**src/rtl/display_scanner.sv**
```systemverilog
// display_scanner: time-multiplexed driver for NUM_DIGITS 7-segment digits
// sharing one 2-bit decoder. Each digit slot is an optional BLANK gap followed
// by a SHOW phase. New contents are captured into a shadow register and copied
// to the active register only in IDLE or at a frame boundary, so a frame never
// mixes old and new values.
//
// Ports:
//   clk, rst      rising-edge clock, asynchronous active-high reset
//   enable        scanning enable; low forces IDLE (dark)
//   load          load request, accepted when load && ready
//   load_data     digit i value at load_data[2i+1:2i]
//   ready         no load pending commit
//   dec_in        value presented to the shared decoder
//   digit_en      one-hot digit enable, zero when dark
//   frame_done    one-cycle pulse after the last digit's SHOW phase
module display_scanner #(
  parameter int NUM_DIGITS   = 4,
  parameter int SHOW_CYCLES  = 1000,
  parameter int BLANK_CYCLES = 50
) (
  input  logic                    clk,
  input  logic                    rst,
  input  logic                    enable,
  input  logic                    load,
  input  logic [2*NUM_DIGITS-1:0] load_data,
  output logic                    ready,
  output logic [1:0]              dec_in,
  output logic [NUM_DIGITS-1:0]   digit_en,
  output logic                    frame_done
);

  localparam int MAXC    = (SHOW_CYCLES > BLANK_CYCLES) ? SHOW_CYCLES : BLANK_CYCLES;
  localparam int CW      = (MAXC > 1) ? $clog2(MAXC) : 1;
  localparam int IW      = $clog2(NUM_DIGITS);
  localparam int BL_LAST = (BLANK_CYCLES > 0) ? BLANK_CYCLES - 1 : 0;
  localparam int SH_LAST = SHOW_CYCLES - 1;

  typedef enum logic [1:0] {S_IDLE, S_BLANK, S_SHOW} state_t;

  // Phase that starts every digit slot: skip BLANK entirely when it has no length.
  localparam state_t SLOT_START = (BLANK_CYCLES > 0) ? S_BLANK : S_SHOW;

  state_t                         state_q, state_d;
  logic [IW-1:0]                  idx_q, idx_d;
  logic [CW-1:0]                  cnt_q, cnt_d;
  logic [NUM_DIGITS-1:0][1:0]     shadow_q, shadow_d;
  logic [NUM_DIGITS-1:0][1:0]     active_q, active_d;
  logic                           pending_q, pending_d;
  logic                           fd_q, fd_d;

  always_ff @(posedge clk or posedge rst) begin
    if (rst) begin
      state_q   <= S_IDLE;
      idx_q     <= '0;
      cnt_q     <= '0;
      shadow_q  <= '0;
      active_q  <= '0;
      pending_q <= 1'b0;
      fd_q      <= 1'b0;
    end else begin
      state_q   <= state_d;
      idx_q     <= idx_d;
      cnt_q     <= cnt_d;
      shadow_q  <= shadow_d;
      active_q  <= active_d;
      pending_q <= pending_d;
      fd_q      <= fd_d;
    end
  end

  always_comb begin
    state_d   = state_q;
    idx_d     = idx_q;
    cnt_d     = cnt_q;
    shadow_d  = shadow_q;
    active_d  = active_q;
    pending_d = pending_q;
    fd_d      = 1'b0;

    // Capture is blocked while pending, so it can never collide with a commit below.
    if (load && !pending_q) begin
      shadow_d  = load_data;
      pending_d = 1'b1;
    end

    case (state_q)
      S_IDLE: begin
        idx_d = '0;
        cnt_d = '0;
        if (pending_q) begin
          active_d  = shadow_q;
          pending_d = 1'b0;
        end
        if (enable) state_d = SLOT_START;
      end
      S_BLANK: begin
        if (!enable) begin
          state_d = S_IDLE;
          idx_d   = '0;
          cnt_d   = '0;
        end else if (cnt_q == CW'(BL_LAST)) begin
          state_d = S_SHOW;
          cnt_d   = '0;
        end else begin
          cnt_d = cnt_q + CW'(1);
        end
      end
      S_SHOW: begin
        if (!enable) begin
          state_d = S_IDLE;
          idx_d   = '0;
          cnt_d   = '0;
        end else if (cnt_q == CW'(SH_LAST)) begin
          state_d = SLOT_START;
          cnt_d   = '0;
          if (idx_q == IW'(NUM_DIGITS - 1)) begin
            // Frame boundary: swap in pending contents before digit 0 is shown.
            idx_d = '0;
            fd_d  = 1'b1;
            if (pending_q) begin
              active_d  = shadow_q;
              pending_d = 1'b0;
            end
          end else begin
            idx_d = idx_q + IW'(1);
          end
        end else begin
          cnt_d = cnt_q + CW'(1);
        end
      end
      default: begin
        state_d = S_IDLE;
        idx_d   = '0;
        cnt_d   = '0;
      end
    endcase
  end

  // Outputs decode registered state only, so they move solely on clock edges or reset.
  assign ready      = !pending_q;
  assign frame_done = fd_q;
  assign dec_in     = (state_q == S_IDLE) ? 2'b00 : active_q[idx_q];
  assign digit_en   = (state_q == S_SHOW) ? (NUM_DIGITS'(1) << idx_q) : '0;

endmodule

```
**config.mk**
```make
export PLATFORM = sky130hd
export DESIGN_NAME = display_scanner
export DESIGN_NICKNAME = d
export VERILOG_FILES = /design/src/rtl/display_scanner.sv
export SDC_FILE = /design/constraint.sdc
export NUM_CORES = 1
export LEC_CHECK = 0
export CORE_ASPECT_RATIO = 2
export CORE_MARGIN = 2
export CORE_UTILIZATION = 45
export DETAILED_ROUTE_END_ITERATION = 6
export PLACE_DENSITY = 0.67
export SETUP_SLACK_MARGIN = 0.15
export SLEW_MARGIN = 40
export SYNTH_ARGS = -nofsm -noshare
export SYNTH_HDL_FRONTEND = slang
export SYNTH_SLANG_ARGS = --single-unit
export TNS_END_PERCENT = 30
```
**constraint.sdc**
```tcl
create_clock -name clk -period 2.65 [get_ports clk]
set_input_delay 0.53 -clock clk [delete_from_list [all_inputs] [get_ports clk]]
set_output_delay 0.53 -clock clk [all_outputs]
set_load 0.03 [all_outputs]
```
==> qor.txt <==
Outcome - finished, final reports clean
WP depth - 4
Slew of the pin with the lowest slew margin - 506 ps
CP Cell Sequence - inv_1 -> ha_1 -> and2_1 -> clkdlybuf4s50_1
Cell leakage power - 0.834 nW
Internal power - 1.18 mW
Netlist cell types - 31
Postcts setup bufs - 0
Crit Path Max Fanout - 8
Post-DP HPWL - 2370 µm
Via count - 1077
Ports - 20
Clock sink total - 32
Fin. Hold Viols - 0
Tmin final - 2440 ps
Seq cells post-synth - 32
Largest net degree at the start of global routing - 33
Setup violators final - 0
Worst EP required - 2120 ps
Final-report max-slew violation count - 0
WP data arrival - 1910 ps
Final wirelength - 3140 µm
VDD IR max - 0.703 mV
Synthesized area per cell - 11.7 µm²
Overall Global Routing Usage - 0.188
Sw Share - 0.331
TNS Setup - 0 ps
Ys Warns - 0
Antenna violations before repair - 0
Router iterations before antenna repair - 3
CTS tree - yes
Yosys top cell by area - dfrtp_1
CP startpoint - state_q[0]
Worst path top cell family by delay - buffers and inverters
Area grow syn2layout - 20.5%
# diodes - 0
Violation count after the first detailed-route iteration - 2
Unrepaired setup endpoints after global routing - true
R2R setup slack - 630 ps
Startpoint types - register
Reg power frac - 0.430
Reg2Reg Depth - 6
Row Count - 30
Combinational power share - 0.373
Worst Setup EP - digit_en[3]
Residual DRC - 0
Worst R2R End - state_q[1]
CP max stage delay - 660 ps
H-tree levels - 2
Critical R2R Launch - state_q[0]
Worst Skew - 3.26 ps
Crit-path slowest cell - clkdlybuf4s50_1
Core area - 3380 µm²
Achievable Freq - 410 MHz
Sequential share of the synthesized area - 0.505
Pwr/cell area - 923 nW/µm²
Die Area - 4040 µm²
Die X - 46.0 µm
Routed WL per cell - 16.2 µm
Min-delay worst type - register to register
Hold Path Cell Cnt - 1
Part of the cycle the worst path needs - 0.921
PortBufs - 19
Buf+Inv Stages, Crit Path - 2
Post-synthesis cell count - 135
Clock latency on the worst-skew pair - 280 ps
Starting density of the core - 0.469
Synth Net Count - 157
Layout cell share with drive strength beyond 1 - 0.185
CTS Buf Count - 5
CP Class - register to output pin
CTS max path bufs - 2
Die Ht - 87.9 µm
GP Congestion - 0.850
Root Driver - clkbuf_8
Clock power share - 0.197
Number of routed nets with antenna violations - 0
Area of the mapped netlist - 1590 µm²
CTS clk-pin slew, worst paths - 60 ps
Max-Cap Viols - 0
Final net count - 184
Vias in the first global route - 1161
Ranking of synthesized cells by area - dfrtp_1 (51%), mux2_2 (12%), ha_1 (7.9%)
Psw - 584 µW
Place WS - 364 ps
Slew headroom - 0.663
First-pass GRT wire length - 5440 µm
Total grt overflow - 0
Final WS setup - 209 ps
Vias per cell - 5.55
Top-area cell type share of the netlist area - 0.505
Crit path capture type - output pin
==> synth_stat cells (all sizes together) <==
| cell type | instances |
|---|---|
| xor2 | 1 |
| mux2 | 18 |
| clkbuf | 2 |
| o211ai | 1 |
| nand4 | 2 |
| mux4 | 2 |
| a41oi | 1 |
| xnor2 | 7 |
| ha | 10 |
| nor4 | 1 |
| a21o | 2 |
| o31a | 1 |
| nand3 | 4 |
| nand4b | 1 |
| nor2 | 15 |
| inv | 9 |
| nor3 | 3 |
| nor2b | 2 |
| a31oi | 1 |
| nor4b | 1 |
| or3 | 1 |
| nand2 | 5 |
| dfrtp | 32 |
| o22ai | 1 |
| o21ai | 2 |
| mux2i | 1 |
| nor3b | 1 |
| and2 | 7 |
| o21a | 1 |
==> registers in the layout, indices dropped and copies added, names as in the netlist <==
register and cells:
active_q 8, idx_q 2, cnt_q 10, state_q 2, shadow_q 8, pending_q 1
frame_done 1
==> placed cells by master (no fill, tap or decap), drive strengths merged, types with 4 or more instances in the layout <==
master / count
mux2: 18
clkbuf: 6
dfrtp: 32
xnor2: 7
inv: 9
nor2: 15
clkdlybuf4s50: 17
and2: 7
ha: 10
nand3: 4
nand2: 5
==> power groups by stage <==
stage                     clock, mW  combinational (mW)  sequential [mW]
after floorplan                   0               0.493            0.721
after global placement            0               0.649            0.758
after detailed placement          0               0.671            0.771
after CTS                     0.355               0.672            0.762
after global routing          0.384               0.714            0.781
final                         0.347               0.657            0.759
==> per-stage QoR <==
step,util,hold slack (ps),power (mW),area [µm²],instances
after floorplan,-,461,1.21,1590,135
final,0.566,504,1.76,1910,194
after global placement,0.542,477,1.41,1830,187
after CTS,0.565,502,1.79,1910,194
after detailed placement,0.542,489,1.44,1830,187
after global routing,0.566,523,1.88,1910,194
==> routing by layer <==
metal	up-vias	GRT usage	wire length, µm
li1	514	-	-
met1	539	0.214	1160
met2	17	0.322	1840
met3	7	0.0454	89
met4	0	0.0779	59
met5	-	0	0
==> what timing repair did <==
item                                    in CTS  in global routing
gates cloned                                 0                  0
hold buffers                                 0                  0
endpoints found under the setup margin       2                  5
resized for setup                            2                  1
==> kinds of logic (layout without fill, tap and decap cells) <==
family,count (synthesis),in the layout,synth area share
flops,32,32,0.505
simple gates,43,43,0.137
buf+inv,11,38,0.0260
mux,21,21,0.163
fa+ha+maj,10,10,0.0789
xor+xnor,8,8,0.0442
compound gates,10,10,0.0466
==> cell type report <==
| cell class | count | area, µm² |
|---|---|---|
| tap | 32 | 40.0 |
| clock inverter | 1 | 5.00 |
| inverter | 9 | 33.8 |
| timing repair buffer | 22 | 214 |
| sequential | 32 | 802 |
| fill | 304 | 1470 |
| clock buffer | 6 | 72.6 |
| multi-input combinational | 92 | 743 |
==> worst min-delay path by stage <==
stage / start / end / slack [ps]
after floorplan: cnt_q[0] / cnt_q[0] / 460
after global placement: cnt_q[0] / cnt_q[0] / 480
after detailed placement: cnt_q[0] / cnt_q[0] / 490
after CTS: cnt_q[0] / cnt_q[0] / 500
after global routing: shadow_q[2] / shadow_q[2] / 520
final: cnt_q[0] / cnt_q[0] / 500
Power figures use the tool's default switching activity.
